==> config.mk <==
export PLATFORM = sky130hd
export DESIGN_NAME = cpc_host_fifo_ctrl
export DESIGN_NICKNAME = d
export VERILOG_FILES = /design/src/rtl/cpc_host_fifo_ctrl.sv
export SDC_FILE = /design/constraint.sdc
export NUM_CORES = 1
export LEC_CHECK = 0
export BUFFER_PORTS_ARGS = -buffer_cell sky130_fd_sc_hd__buf_4
export CAP_MARGIN = 10
export CELL_PAD_IN_SITES_DETAIL_PLACEMENT = 2
export CELL_PAD_IN_SITES_GLOBAL_PLACEMENT = 2
export CORE_UTILIZATION = 33
export CTS_BUF_LIST = sky130_fd_sc_hd__clkbuf_16
export CTS_CLUSTER_DIAMETER = 200
export DETAILED_ROUTE_END_ITERATION = 10
export PLACE_DENSITY = 0.88
export SETUP_SLACK_MARGIN = 0.2
export SLEW_MARGIN = 25
export SYNTH_ARGS = -nofsm -noshare
export SYNTH_HDL_FRONTEND = slang
export SYNTH_SLANG_ARGS = --single-unit
==> constraint.sdc <==
create_clock -name CLK -period 2.1 [get_ports CLK]
set_clock_uncertainty 0.1 [all_clocks]
set_input_delay 0.21 -clock CLK [delete_from_list [all_inputs] [get_ports CLK]]
set_output_delay 0.21 -clock CLK [all_outputs]
set_load 0.005 [all_outputs]
==> src/rtl/cpc_host_fifo_ctrl.sv <==
// Host (CPC) side sequencer for the bidirectional FIFO link.
// Decodes Z80 I/O cycles at a two-port window: the data port pushes or
// pops FIFO words, and the status/control port reports flags or triggers
// a FIFO master reset. All outputs come straight from registers.
module cpc_host_fifo_ctrl #(
    parameter logic [15:0] BASE_ADDR = 16'hFD80,
    parameter int          SI_WIDTH  = 2,
    parameter int          SOB_WIDTH = 2,
    parameter int          MR_WIDTH  = 4
) (
    input  logic        CLK,
    input  logic        RESET_B,
    input  logic [15:0] A,
    input  logic [7:0]  D_in,
    input  logic        IOREQ_B,
    input  logic        RD_B,
    input  logic        WR_B,
    input  logic        fifo_host_dir,
    input  logic        fifo_host_dor,
    input  logic        fifo_slave_dir,
    output logic [7:0]  D_out,
    output logic        D_oe,
    output logic        host_fifo_si,
    output logic        host_fifo_sob,
    output logic        host_fifo_oeb,
    output logic        host_fifo_reset
);

    typedef enum logic [2:0] {
        IDLE,
        PUSH,
        RD_DATA,
        POP,
        STAT,
        MR,
        WAIT_END
    } state_t;

    localparam logic [3:0] SI_LOAD  = 4'(SI_WIDTH - 1);
    localparam logic [3:0] SOB_LOAD = 4'(SOB_WIDTH - 1);
    localparam logic [3:0] MR_LOAD  = 4'(MR_WIDTH - 1);

    logic        ioreq_r, rd_r, wr_r;
    logic [15:0] addr_r;
    logic        din0_r;

    state_t      state_q, state_n;
    logic [3:0]  cnt_q, cnt_n;
    logic        si_q, si_n;
    logic        sob_q, sob_n;
    logic        oeb_q, oeb_n;
    logic        mr_q, mr_n;
    logic        doe_q, doe_n;
    logic [7:0]  dout_q, dout_n;
    logic        ovf_q, ovf_n;
    logic        unf_q, unf_n;

    logic        sel;
    logic        port_ctl;
    logic [7:0]  stat_word;

    assign sel       = !ioreq_r && (addr_r[15:1] == BASE_ADDR[15:1]);
    assign port_ctl  = addr_r[0];
    assign stat_word = {ovf_q, unf_q, 3'b000, fifo_host_dir, fifo_slave_dir, fifo_host_dor};

    // Register the bus strobes, address and control bit once so decoding sees stable values
    always_ff @(posedge CLK or negedge RESET_B) begin
        if (!RESET_B) begin
            ioreq_r <= 1'b1;
            rd_r    <= 1'b1;
            wr_r    <= 1'b1;
            addr_r  <= 16'h0000;
            din0_r  <= 1'b0;
        end else begin
            ioreq_r <= IOREQ_B;
            rd_r    <= RD_B;
            wr_r    <= WR_B;
            addr_r  <= A;
            din0_r  <= D_in[0];
        end
    end

    // State, width counter, sticky flags and all output strobes
    always_ff @(posedge CLK or negedge RESET_B) begin
        if (!RESET_B) begin
            state_q <= IDLE;
            cnt_q   <= 4'd0;
            si_q    <= 1'b0;
            sob_q   <= 1'b1;
            oeb_q   <= 1'b1;
            mr_q    <= 1'b1;
            doe_q   <= 1'b0;
            dout_q  <= 8'h00;
            ovf_q   <= 1'b0;
            unf_q   <= 1'b0;
        end else begin
            state_q <= state_n;
            cnt_q   <= cnt_n;
            si_q    <= si_n;
            sob_q   <= sob_n;
            oeb_q   <= oeb_n;
            mr_q    <= mr_n;
            doe_q   <= doe_n;
            dout_q  <= dout_n;
            ovf_q   <= ovf_n;
            unf_q   <= unf_n;
        end
    end

    // Next-state and next-output decode: one FIFO action per decoded bus cycle
    always_comb begin
        state_n = state_q;
        cnt_n   = cnt_q;
        si_n    = si_q;
        sob_n   = sob_q;
        oeb_n   = oeb_q;
        mr_n    = mr_q;
        doe_n   = doe_q;
        dout_n  = dout_q;
        ovf_n   = ovf_q;
        unf_n   = unf_q;
        case (state_q)
            IDLE: begin
                mr_n = 1'b0;
                if (sel && !port_ctl && !wr_r) begin
                    if (fifo_slave_dir) begin
                        si_n    = 1'b1;
                        cnt_n   = SI_LOAD;
                        state_n = PUSH;
                    end else begin
                        ovf_n   = 1'b1;
                        state_n = WAIT_END;
                    end
                end else if (sel && !port_ctl && !rd_r) begin
                    if (fifo_host_dor) begin
                        oeb_n   = 1'b0;
                        state_n = RD_DATA;
                    end else begin
                        unf_n   = 1'b1;
                        doe_n   = 1'b1;
                        dout_n  = 8'h00;
                        state_n = WAIT_END;
                    end
                end else if (sel && port_ctl && !rd_r) begin
                    doe_n   = 1'b1;
                    dout_n  = stat_word;
                    state_n = STAT;
                end else if (sel && port_ctl && !wr_r) begin
                    if (din0_r) begin
                        mr_n    = 1'b1;
                        cnt_n   = MR_LOAD;
                        ovf_n   = 1'b0;
                        unf_n   = 1'b0;
                        state_n = MR;
                    end else begin
                        state_n = WAIT_END;
                    end
                end
            end
            PUSH: begin
                if (wr_r) begin
                    si_n = 1'b0;
                end
                if (cnt_q == 4'd0) begin
                    si_n    = 1'b0;
                    state_n = WAIT_END;
                end else begin
                    cnt_n = cnt_q - 4'd1;
                end
            end
            RD_DATA: begin
                if (rd_r) begin
                    oeb_n   = 1'b1;
                    sob_n   = 1'b0;
                    cnt_n   = SOB_LOAD;
                    state_n = POP;
                end
            end
            POP: begin
                if (cnt_q == 4'd0) begin
                    sob_n   = 1'b1;
                    state_n = IDLE;
                end else begin
                    cnt_n = cnt_q - 4'd1;
                end
            end
            STAT: begin
                if (rd_r) begin
                    doe_n   = 1'b0;
                    ovf_n   = 1'b0;
                    unf_n   = 1'b0;
                    state_n = IDLE;
                end
            end
            MR: begin
                ovf_n = 1'b0;
                unf_n = 1'b0;
                if (cnt_q == 4'd0) begin
                    mr_n    = 1'b0;
                    state_n = WAIT_END;
                end else begin
                    cnt_n = cnt_q - 4'd1;
                end
            end
            WAIT_END: begin
                if ((rd_r && wr_r) || ioreq_r) begin
                    doe_n   = 1'b0;
                    si_n    = 1'b0;
                    sob_n   = 1'b1;
                    oeb_n   = 1'b1;
                    mr_n    = 1'b0;
                    state_n = IDLE;
                end
            end
            default: begin
                state_n = IDLE;
            end
        endcase
    end

    assign D_out           = dout_q;
    assign D_oe            = doe_q;
    assign host_fifo_si    = si_q;
    assign host_fifo_sob   = sob_q;
    assign host_fifo_oeb   = oeb_q;
    assign host_fifo_reset = mr_q;

endmodule

### Yosys cells after proc, flatten, opt, wreduce, memory -nomap -nowiden

Cells that the tools add are included.

* add/subtract/negate cells: 1
* eq/ne operators: 33
* multiplexer cells: 62
* bitwise operators: 1
* reduce and logical (&&, ||, !) cells: 35

Operators by type and width (number)
* $ne A3 B3 Y1 const B: 12
* $mux W3: 11
* $mux W4: 8
* $mux W1: 30
* $mux W8: 3
* $ne A2 B2 Y1 const B: 12
* $pmux W1 S3: 7
* $reduce_bool A3 Y1: 7
* $pmux W3 S6: 1
* $reduce_and A6 Y1: 3
* $eq A15 B15 Y1 const B: 1
* $reduce_and A7 Y1: 2
* $pmux W4 S3: 1
* $eq A3 B3 Y1 const B: 3
* $logic_and A1 B1 Y1: 8
* $reduce_and A4 Y1: 2
* $reduce_and A8 Y1: 1
* $eq A3 B2 Y1 const B: 2
* $ne A5 B5 Y1 const B: 1
* $reduce_and A5 Y1: 1
* $logic_not A1 Y1: 4
* $logic_not A4 Y1: 1
* $sub A4 B1 Y4 const B: 1
* $eq A3 B1 Y1 const B: 1
* 9 further kinds: 9

* bits in registers: 42
* input port bits: 32
* output and inout bits: 13
* logic and storage cells: 147

### Longest topological paths before layout

Gate-level depths: netlist (run 1).

* depth in word-level cells: 9
* depth in mapped cells: 7
* mapped depth without buffers: 7

### Least setup slack after synthesis (run 1)

No wires, ideal clock.

* path kind: register -> register
* start: register addr_r[3]
* end: register dout_q[6] (netlist: D_out[6])
* setup time: 0.125 ns
* arrival: 1.579 ns
* required time: 1.875 ns
* setup slack: 0.296 ns
* cell stages (with the launch flop): 7
* buffers on the path: 1
* period minus slack after synthesis: 1.804 ns
* cells stage by stage: dfrtp_1 nor4b_4 and4_1 buf_6 and2_4 nand3_4 mux2_4

* word-level cells in the longest chain between the ends: 6
* elaborated cells between the ends (all ways): 12
* those cells by class: eq/ne: 2; mux: 1; bitwise: 1; reduce/logical: 8

RTL lines
* start, declared: RTL line 44 `logic [15:0] addr_r;`
* start signal, assigned: RTL line 72 `addr_r <= 16'h0000;`
* start signal, assigned: RTL line 78 `addr_r <= A;`
* $eq A15 B15 Y1 (*): RTL line 62 `assign sel = !ioreq_r && (addr_r[15:1] == BASE_ADDR[15:1]);`
* $logic_and A1 B1 Y1 (*): RTL line 62
* $logic_and A1 B1 Y1 (on tied branches): RTL line 125, 134, 144
* $logic_and A1 B1 Y1 (on tied branches): RTL line 134, 125, 144
* $ne A2 B2 Y1 (no source line) (tied with other cells)
* $reduce_and A4 Y1 (no source line)
* end signal, assigned: RTL line 104 `dout_q <= dout_n;`
* end, declared: RTL line 54 `logic [7:0] dout_q, dout_n;`

Mark *: on every way between the ends. The rest lies on a longest branch, timed or not.
A chain may end at the register's enable or synchronous reset.

### Final worst setup path (run 1)

* start: register addr_r[3]
* end: register cnt_q[1]

* word-level cells in the longest chain between the ends: 6
* elaborated cells between the ends (all ways): 16
* those cells by class: eq/ne: 6; mux: 2; reduce/logical: 8

RTL lines
* $eq A15 B15 Y1 (*): RTL line 62
* $logic_and A1 B1 Y1 (*): RTL line 62
* $logic_and A1 B1 Y1 (on tied branches) (2 in series)
* $ne A3 B3 Y1 (no source line) or $mux W4 (tied branches)
* $reduce_and A8 Y1 (no source line) or $pmux W4 S3 (tied branches)
* end signal, assigned: RTL line 98 `cnt_q <= cnt_n;`
* end, declared: RTL line 48 `logic [3:0] cnt_q, cnt_n;`

Marked as above.

==> results of run 1 <==
synthesized netlist by cell type (2+ instances only):
master	instances
o31ai_1	3
nand3b_1	2
nor2b_1	3
xor2_1	2
nor3b_1	2
nor3_1	7
inv_1	13
and4_1	2
o211a_1	2
a21oi_1	9
dfrtp_1	33
nand2b_1	3
dfstp_2	6
ha_1	2
nor2_1	9
clkbuf_1	2
a211o_1	2
mux2i_1	4
o2111ai_1	2
a31oi_1	3
nand3_1	4
nand2_1	19
buf_4	3
o22ai_1	3
buf_2	4
nor4b_4	2
o21ai_0	10
a22o_1	2
a211oi_1	3
power by group:
part | switching, mW | internal (mW) | total (mW)
Sequential | 0.189 | 0.874 | 1.06
Clock | 0.355 | 0.562 | 0.917
Combinational | 0.641 | 0.528 | 1.17
Total | 1.19 | 1.96 | 3.15
final timing paths:
check,to,slack [ns]
setup / recovery,cnt_q[1],0.05
hold / removal,D_out[1],0.1
setup reg to reg,cnt_q[1],0.05
hold reg to reg,D_oe,0.42
max in group asynchronous,state_q[1],1.16
min in group asynchronous,D_out[7],0.34
layout make-up:
| cell class | count | area share |
|---|---|---|
| repair buffers | 83 | 0.238 |
| clock inverters | 3 | 0.0146 |
| inverters | 13 | 0.0167 |
| well taps | 72 | 0.0308 |
| multi-input cells | 123 | 0.319 |
| flip-flops and latches | 39 | 0.338 |
| clock buffers | 5 | 0.0428 |
worst min-delay path, delay by kind of cell:
| family | cells | cell delay, ns |
|---|---|---|
| buffers and inverters | 1 | 0.13 |
| multiplexers | 1 | 0.05 |
| AND/OR/NAND/NOR | 1 | 0.06 |
kinds of logic (layout without fill, tap and decap cells):
logic type,count (synthesis),after routing
flops,39,39
other cells,1,3
buf+inv,23,104
compound gates,47,47
fa+ha+maj,2,2
simple gates,64,64
xor+xnor,2,2
mux,5,5
repair_timing:
action                                  CTS  global route
hold endpoints to repair                 53             0
pin swaps                                 4            12
hold buffers                             21             0
buffers inserted                         10            10
gates cloned                              0             0
resized for setup                         3            27
endpoints found under the setup margin   10            15
registers in the layout, summed over array words and instances, names as in the netlist, 3 cells and up:
signal	cells
D_out	5
addr_r	16
state_q	3
cnt_q	4
stage by stage:
step           setup WS, ns   util
6_report             0.0516  0.527
3_5_place_dp          0.105  0.408
4_1_cts               0.136  0.494
5_1_grt              0.0124  0.527
2_1_floorplan         0.296      -
3_3_place_gp          0.167  0.408
per-layer routing:
layer | routed length (µm) | GRT usage | up-vias | part of all wire
li1 | - | - | 811 | -
met4 | 338 | 0.154 | 0 | 0.037
met2 | 4980 | 0.492 | 68 | 0.55
met3 | 401 | 0.0663 | 23 | 0.044
met1 | 3400 | 0.280 | 979 | 0.37
met5 | 0 | 0 | - | 0
==> metrics, run 1 <==
dpl cell area approximately 2300 µm²; Clock Path Buffers 2; Slew @ Worst Pin 0.522 ns; Power Dens Cells roughly 1100 nW/µm²; Post-Syn Area 1910 µm²; ys flop type dfrtp_1; Tot GR Track Use 0.270; Leak about 1.4 nW; Syn Area/Cell 10.4 µm²; hold path depth 3; Synth warnings 0; Final nets 299; CTS tree built; startpoint types flip-flop; endpoints failing hold 0; Distinct cells, synth 51; # fillers 535; die width 78.1 µm; final std cells w/o fill roughly 340; commonest non-fill, non-tap cell in the layout buf_4; RSZ-0062 raised after global routing true; status finished clean; Hold WC Path Type in -> reg; largest net degree at the start of global routing 40; final hold slack 0.0951 ns; Layout area overhead 52.8%; R2R depth 8; Final GP Congestion 0.788; CP startpoint addr_r[3]; vias in the first global route around 2000; die area a little over 6000 µm²; CTS H-tree depth 2; Pins Over Slew Limit 0; Post-DP HPWL between 4000 and 5000 µm; Synth area leader dfrtp_1; Rows 27; # DRC 0; sequential share of the synthesized area 0.515; post-route cell area 2920 µm²; Final ANT Viol Nets 0; critical path peak fanout 5; Critical Path Sink Type flip-flop; hold_sp fifo_slave_dir; most used cell, CP buf_4; DR WL/cell 27.0 µm; setup tns final 0 ns; Initial DRT Pass Iterations 4; slew margin rel. 0.652; async set-reset flop share out of synthesis 1.00; Top delay family on crit path simple AND/OR/NAND/NOR gates; critical path, cell by cell nor4b_4 > buf_4 > nand4_4 > buf_12 > buf_4 > o22ai_1 > o211a_1 > a211oi_2; CTS buffer count 5; Die Ht ~80 µm; largest stage delay on the critical path 0.44 ns; complex-gate fraction of the synthesized area 0.168; Levels on crit path 8; simple-gate share of the synthesized area 0.207; 1st-iter DRT viols 170; multi-input logic area 931 µm²; layout cell share with drive strength beyond 1 0.391; placed cells between 200 and 300; Worst-path clk slew about 0.070 ns; Arrival @ worst endpoint 2.11 ns; Post-Synth XOR/XNOR Area 0.00917; initial antenna violation count 0; routed vias 1881; I/O Pins 45; Remaining Overflow, GRT 0; largest family of logic cells by synthesized area simple AND/OR/NAND/NOR gates; Max Fclk 0.488 GHz; core area 5540 µm²; Adder-Cell Fraction of Synth Area 0.0131; Crit Path Category reg -> reg; top post-synthesis cells by area dfrtp_1, dfstp_2, nand2_1; total power 3.15 mW; Setup-failing EPs final 0; worst vdd ir 0.505 mV; initial core utilization 0.345; Yosys top cell area share 0.432; CTS sink cnt 39; Critical path buffers and inverters 3; vias per inst 5.57; Slowest-stage cell, CP dfrtp_1; drt total wl 9120 µm; fraction of synthesized area in multiplexers 0.0288; Buffers on Ports 34; root buffer selected by CTS clkbuf_16; fin crit share 0.975; Post-synth EDFFs 0; register area 987 µm²; Cells after Synth approximately 180; most frequent cells in the layout buf_4, dfrtp_1, dlygate4sd3_1; min Tclk post-route 2.05 ns; Antenna Diode Count 0; max-cap check violation count 0; first-pass GRT wire length 11700 µm; R2R Path Start addr_r[3]; Worst EP required 2.16 ns; #FFs+latches synth 39; Worst-Skew Late Latency 0.30 ns
Note: power is estimated with default switching activity, not from simulation.
==> run 2, diff against run 1 <==
--- a/config.mk
+++ b/config.mk
@@ -13,6 +13,7 @@
 export CTS_BUF_LIST = sky130_fd_sc_hd__clkbuf_16
 export CTS_CLUSTER_DIAMETER = 200
 export DETAILED_ROUTE_END_ITERATION = 10
+export MAX_ROUTING_LAYER = met4
 export PLACE_DENSITY = 0.88
 export SETUP_SLACK_MARGIN = 0.2
 export SLEW_MARGIN = 25
==> constraint.sdc (replaced) <==
create_clock -name CLK -period 2.3 [get_ports CLK]
set_clock_uncertainty 0.1 [all_clocks]
set_input_delay 0.23 -clock CLK [delete_from_list [all_inputs] [get_ports CLK]]
set_output_delay 0.23 -clock CLK [all_outputs]
set_load 0.005 [all_outputs]
==> run 2 against run 1 <==
Against the previous run: first-iteration DRC count shrank 66%; setup slack gained 0.15 ns; power shrank 25%; sequential cell count is the same; register-to-register slack gained 0.15 ns; worst hold slack gained 0.017 ns; clock power shrank 27%; utilization shrank 5.8 points; sequential power shrank 10%.
==> metrics, run 2 (same netlist as run 1, synthesis figures left out) <==
status finished clean; Leak 1.20 nW (-11%); Clock Path Buffers 2 (unchanged); largest net degree at the start of global routing 40 (unchanged); multi-input logic area 835 µm² (-10%); drt total wl 6300 µm (-31%); die width 78.1 µm (unchanged); Final GP Congestion 0.764 (-3.1%); CTS H-tree depth 2 (unchanged); Final nets 275 (-8.0%); Slew @ Worst Pin 0.524 ns (+0.00280 ns); Hold WC Path Type in -> reg; initial antenna violation count 0 (unchanged); commonest non-fill, non-tap cell in the layout buf_4; CTS sink cnt 39 (unchanged); endpoints failing hold 0 (unchanged); Antenna Diode Count 0 (unchanged); Worst-Skew Late Latency 0.29 ns (about the same); Setup-failing EPs final 0 (unchanged); fin crit share 0.914 (-0.0614); most frequent cells in the layout buf_4, dfrtp_1, dlygate4sd3_1; max reg flops 16 (unchanged); Max Fclk 0.476 GHz (-2.6%); Post-DP HPWL 3760 µm (-6.8%); Rows 27 (unchanged); Tot GR Track Use 0.235 (-0.0343); die area 6100 µm² (unchanged); I/O Pins 45 (unchanged); slew margin rel. 0.650 (-0.00186); Worst-path clk slew 0.07 ns (about the same); total power 2.37 mW (-25%); Remaining Overflow, GRT 0 (unchanged); # DRC 0 (unchanged); Pins Over Slew Limit 0 (unchanged); Die Ht 78.1 µm (unchanged); setup tns final 0 ns (unchanged); startpoint types flip-flop; CTS tree built; max-cap check violation count 0 (unchanged); CTS buffer count 5 (unchanged); layout cell share with drive strength beyond 1 0.273 (-0.118); critical path peak fanout 8 (+3); Worst EP required 2.39 ns (+0.23 ns); Critical Path Sink Type flip-flop; RSZ-0062 raised after global routing true; Layout area overhead 35.9%; root buffer selected by CTS clkbuf_16; register area 985 µm² (-0.25%); vias in the first global route 1986 (-1.9%); Arrival @ worst endpoint 2.19 ns (+0.08 ns); Initial DRT Pass Iterations 4 (unchanged); Post-CTS Setup Bufs 0 (-10); min Tclk post-route 2.10 ns (+0.0539 ns); 1st-iter DRT viols 57 (-66%); Crit Path Category reg -> reg; Top reg by flops addr_r; DR WL/cell 20.1 µm (-26%); # fillers 582 (+8.8%); first-pass GRT wire length 10400 µm (-11%); Buffers on Ports 34 (unchanged); worst vdd ir 0.558 mV (+11%); Final ANT Viol Nets 0 (unchanged); initial core utilization 0.345 (unchanged); routed vias 1707 (-9.3%); Power Dens Cells 912 nW/µm² (-15%); core area 5540 µm² (unchanged); vias per inst 5.44 (-2.3%)
run 2: cell count changes in the layout (fill, tap and decap cells not counted), sizes merged:
cell	delta
buf	-24
clkinv	+1
bufinv	-1
run 2: final timing paths:
path,slack [ns],cells past startpoint,startpoint,end
hold reg to reg,0.42,2,host_fifo_oeb,host_fifo_oeb
setup reg to reg,0.20,5,addr_r[2],cnt_q[1]
max in group asynchronous,1.35,2,RESET_B,addr_r[0]
min in group asynchronous,0.37,2,RESET_B,addr_r[4]
hold / removal,0.11,3,fifo_host_dir,D_out[2]
setup / recovery,0.20,5,addr_r[2],cnt_q[1]
run 2: power breakdown:
group          total (mW)  internal, mW  switching [mW]
combinational       0.744         0.340           0.404
sequential          0.951         0.793           0.158
clock               0.673         0.398           0.276
total                2.37          1.53           0.837
run 2: worst max-delay path: stages, from the launching register on:
cell and delay [ns]:
dfrtp_1 0.41, nor4b_4 0.35, nand4_2 0.31, a211o_1 0.38, o211a_1 0.23, a211oi_2 0.21
run 2: layout make-up:
class	count	share of cell area
flip-flops and latches	39	0.379
multi-input cells	123	0.321
repair buffers	59	0.191
clock buffers	5	0.0482
well taps	72	0.0347
inverters	13	0.0188
clock inverters	3	0.00675
run 2: repair_timing:
| action | CTS | global route |
|---|---|---|
| gates resized for setup | 0 | 4 |
| endpoints found under the setup margin | 0 | 7 |
| hold endpoints to repair | 53 | 0 |
| hold buffers | 21 | 0 |
run 2: routing by layer:
metal | routed length [µm] | GRT usage
met1 | 2400 | 0.244
met2 | 3410 | 0.422
met3 | 212 | 0.0488
met4 | 280 | 0.117
met5 | 0 | -
run 2: through the flow:
stage	setup slack [ns]	std cells	util	cell area (µm²)	hold WS [ns]
after floorplan	0.496	185	-	1920	-0.166
after global placement	0.349	285	0.403	2230	0.125
after detailed placement	0.294	285	0.403	2230	0.132
after CTS	0.252	314	0.467	2580	0.119
after global routing	0.113	314	0.469	2600	0.141
final	0.198	314	0.469	2600	0.112
==> run 3, diff against run 2 <==
--- a/config.mk
+++ b/config.mk
@@ -5,16 +5,18 @@
 export SDC_FILE = /design/constraint.sdc
 export NUM_CORES = 1
 export LEC_CHECK = 0
+export ABC_AREA = 1
 export BUFFER_PORTS_ARGS = -buffer_cell sky130_fd_sc_hd__buf_4
 export CAP_MARGIN = 10
 export CELL_PAD_IN_SITES_DETAIL_PLACEMENT = 2
 export CELL_PAD_IN_SITES_GLOBAL_PLACEMENT = 2
-export CORE_UTILIZATION = 33
+export CORE_MARGIN = 3
+export CORE_UTILIZATION = 27
 export CTS_BUF_LIST = sky130_fd_sc_hd__clkbuf_16
 export CTS_CLUSTER_DIAMETER = 200
 export DETAILED_ROUTE_END_ITERATION = 10
 export MAX_ROUTING_LAYER = met4
-export PLACE_DENSITY = 0.88
+export PLACE_DENSITY = 0.83
 export SETUP_SLACK_MARGIN = 0.2
 export SLEW_MARGIN = 25
 export SYNTH_ARGS = -nofsm -noshare
==> constraint.sdc (replaced) <==
create_clock -name CLK -period 1.7 [get_ports CLK]
set_clock_uncertainty 0.1 [all_clocks]
set_input_delay 0.17 -clock CLK [delete_from_list [all_inputs] [get_ports CLK]]
set_output_delay 0.17 -clock CLK [all_outputs]
set_load 0.005 [all_outputs]
==> run 3 against run 2 <==
Against the previous run: the run now ends with negative setup slack left; combinational power rose to 3.2 times the previous value; die area increased by 35%; sequential power up 31%; non-clock buffer count rose by 40; power increased by 99%; via count increased by 25%; clock-buffer cell count stayed put; synthesized cell count grew 34%; worst hold slack lost 0.030 ns.
==> metrics, run 3 <==
Clock Path Buffers 2 (unchanged); 1st-iter DRT viols 71 (+25%); Antenna Diode Count 0 (unchanged); Post-Syn Area 1930 µm² (+1.2%); Tot GR Track Use 0.225 (-0.00999); die area 8210 µm² (+35%); #FFs+latches synth 39 (unchanged); status finished, violations left; drt total wl 9760 µm (+55%); flop-to-flop setup slack -0.29 ns (-0.49 ns); Leak 1.61 nW (+33%); endpoints failing hold 0 (unchanged); Die Ht 90.6 µm (+16%); Initial DRT Pass Iterations 4 (unchanged); Top reg by flops addr_r; Syn Area/Cell 7.86 µm² (-25%); Critical Path Sink Type flip-flop; Power Dens Cells 1420 nW/µm² (+56%); hold_sp fifo_host_dor; sequential share of the synthesized area 0.509 (-0.00600); Slew @ Worst Pin 0.539 ns (+0.0148 ns); Pins Over Slew Limit 0 (unchanged); largest net degree at the start of global routing 40 (unchanged); final hold slack 0.0815 ns (-0.0304 ns); CTS tree built; R2R depth 9 (+4); critical path peak fanout 4 (-4); ys flop type dfrtp_1; worst vdd ir 0.710 mV (+27%); startpoint types flip-flop; core area 6870 µm² (+24%); Worst-Skew Late Latency 0.28 ns (about the same); root buffer selected by CTS clkbuf_16; vias in the first global route 2499 (+26%); Critical path buffers and inverters 2 (+2); Buffers on Ports 34 (unchanged); most frequent cells in the layout buf_4, nand2_1, dfrtp_1; max reg flops 16 (unchanged); async set-reset flop share out of synthesis 1.00 (unchanged); top post-synthesis cells by area dfrtp_1, nand2_1, dfstp_2; R2R Path Start addr_r[6]; fin crit share 1.17 (+0.259); routed vias 2131 (+25%); first-pass GRT wire length 13800 µm (+33%); reg2reg end state_q[2]; Top delay family on crit path simple AND/OR/NAND/NOR gates; Remaining Overflow, GRT 0 (unchanged); I/O Pins 45 (unchanged); Slowest-stage cell, CP dfrtp_1; total power 4.72 mW (+99%); CTS buffer count 5 (unchanged); layout cell share with drive strength beyond 1 0.499 (+0.226); Worst EP required 1.75 ns (-0.64 ns); setup ws final -0.294 ns (-0.492 ns); failing checks negative setup slack; DP Worst Slack -0.160 ns (-0.453 ns); Crit Path Category reg -> reg; Hold WC Path Type in -> reg; Cells after Synth 246 (+34%); RSZ-0062 raised after global routing true; Setup-failing EPs final 18 (+18); Final GP Congestion 0.795 (+4.1%); Synth area leader dfrtp_1; Post-synth EDFFs 0 (unchanged); commonest non-fill, non-tap cell in the layout buf_4; Post-DP HPWL 4790 µm (+28%); # DRC 0 (unchanged); max-cap check violation count 0 (unchanged); die width 90.6 µm (+16%); WHS Endpoint D_out[0]; initial core utilization 0.281 (-0.0634); Layout area overhead 72.2%; min Tclk post-route 1.99 ns (-0.108 ns); slew margin rel. 0.641 (-0.00984); Final nets 384 (+40%); Distinct cells, synth 24 (-53%); largest stage delay on the critical path 0.42 ns (about the same); initial antenna violation count 0 (unchanged); Arrival @ worst endpoint 2.04 ns (-0.15 ns); CTS H-tree depth 2 (unchanged); DR WL/cell 21.8 µm (+8.7%); vias per inst 4.77 (-12%); critical path, cell by cell inv_2 > nand2_2 > nor2_4 > nand2_2 > nor2_4 > nand4_1 > buf_6 > o21ai_1 > a21oi_1; most common cell in the synthesized netlist nand2_1; Rows 30 (+11%); most frequent cells after synthesis nand2_1, nor2_1, dfrtp_1, inv_1; Yosys top cell area share 0.427 (-0.00504); Synth warnings 0 (unchanged); hold path depth 3 (unchanged); CTS sink cnt 39 (unchanged); Final ANT Viol Nets 0 (unchanged); Worst-path clk slew 0.07 ns (about the same); Max Fclk 0.502 GHz (+5.4%)
==> run 3: cell count changes in the layout (fill, tap and decap cells not counted), sizes merged, moves of 4 or more <==
cell,delta
nor2,+31
inv,+17
mux2i,-4
o21ai,+8
nand3,+14
a211oi,-4
nand2,+57
nor3,-4
buf,+40
==> run 3: worst max-delay path by stage <==
stage,cells after the start,end,start
after floorplan,11,cnt_q[2],ioreq_r
after global placement,10,D_oe,addr_r[1]
after detailed placement,8,D_out[2],addr_r[9]
after CTS,12,cnt_q[0],addr_r[9]
after global routing,9,state_q[2],addr_r[6]
final,9,state_q[2],addr_r[6]
==> run 3: final cells by class <==
cell class              count  area (µm²)
flip-flops and latches     39         986
well taps                  96         120
repair buffers             99         842
clock inverters             3        41.3
inverters                  30         113
fillers                   764        3540
clock buffers               5         125
multi-input cells         175        1100
==> run 3: per-layer routing <==
metal / global-route usage / vias to the layer above / share of wire
met3: 0.0250 / 22 / 0.020
li1: - / 975 / -
met4: 0.0944 / 0 / 0.032
met1: 0.237 / 1087 / 0.37
met2: 0.423 / 47 / 0.58
met5: - / - / 0
==> run 3: worst min-delay path: cells and delay by family <==
family,cells,cell delay [ns]
AOI/OAI and AO/OA,1,0.06
buffers and inverters,1,0.11
and+or+nand+nor,1,0.09
==> run 3: metrics by stage <==
stage | utilization | instance area (µm²) | std cells | TNS (ns)
finish | 0.485 | 3330 | 447 | -3.42
global route | 0.485 | 3330 | 447 | -4.94
CTS | 0.440 | 3020 | 440 | -1.07
detailed placement | 0.362 | 2490 | 401 | -1.84
global placement | 0.362 | 2490 | 401 | -0.499
floorplan | - | 1950 | 248 | 0
==> run 3: cells by family after synthesis <==
| kind of cell | Yosys count | share of synthesized area |
|---|---|---|
| flip-flops | 39 | 0.509 |
| XOR/XNOR | 1 | 0.00453 |
| buffers and inverters | 35 | 0.0816 |
| other | 1 | 0.00194 |
| adder cells (fa/ha/maj) | 2 | 0.0129 |
| AO/OA/AOI/OAI | 26 | 0.0686 |
| AND/OR/NAND/NOR | 142 | 0.322 |
==> run 3: where the power goes <==
group,internal [mW],leakage (nW),switching [mW]
logic,0.976,1.06,1.41
registers,1.08,0.468,0.174
clock network,0.688,0.0812,0.398
==> run 3: repair_timing <==
item | in CTS | in global routing
gates cloned | 1 | 0
pin swaps | 7 | 28
gates resized for setup | 29 | 82
setup buffers | 9 | 7
hold buffers | 21 | 0
setup endpoints to repair | 19 | 19
endpoints found under the hold margin | 53 | 0
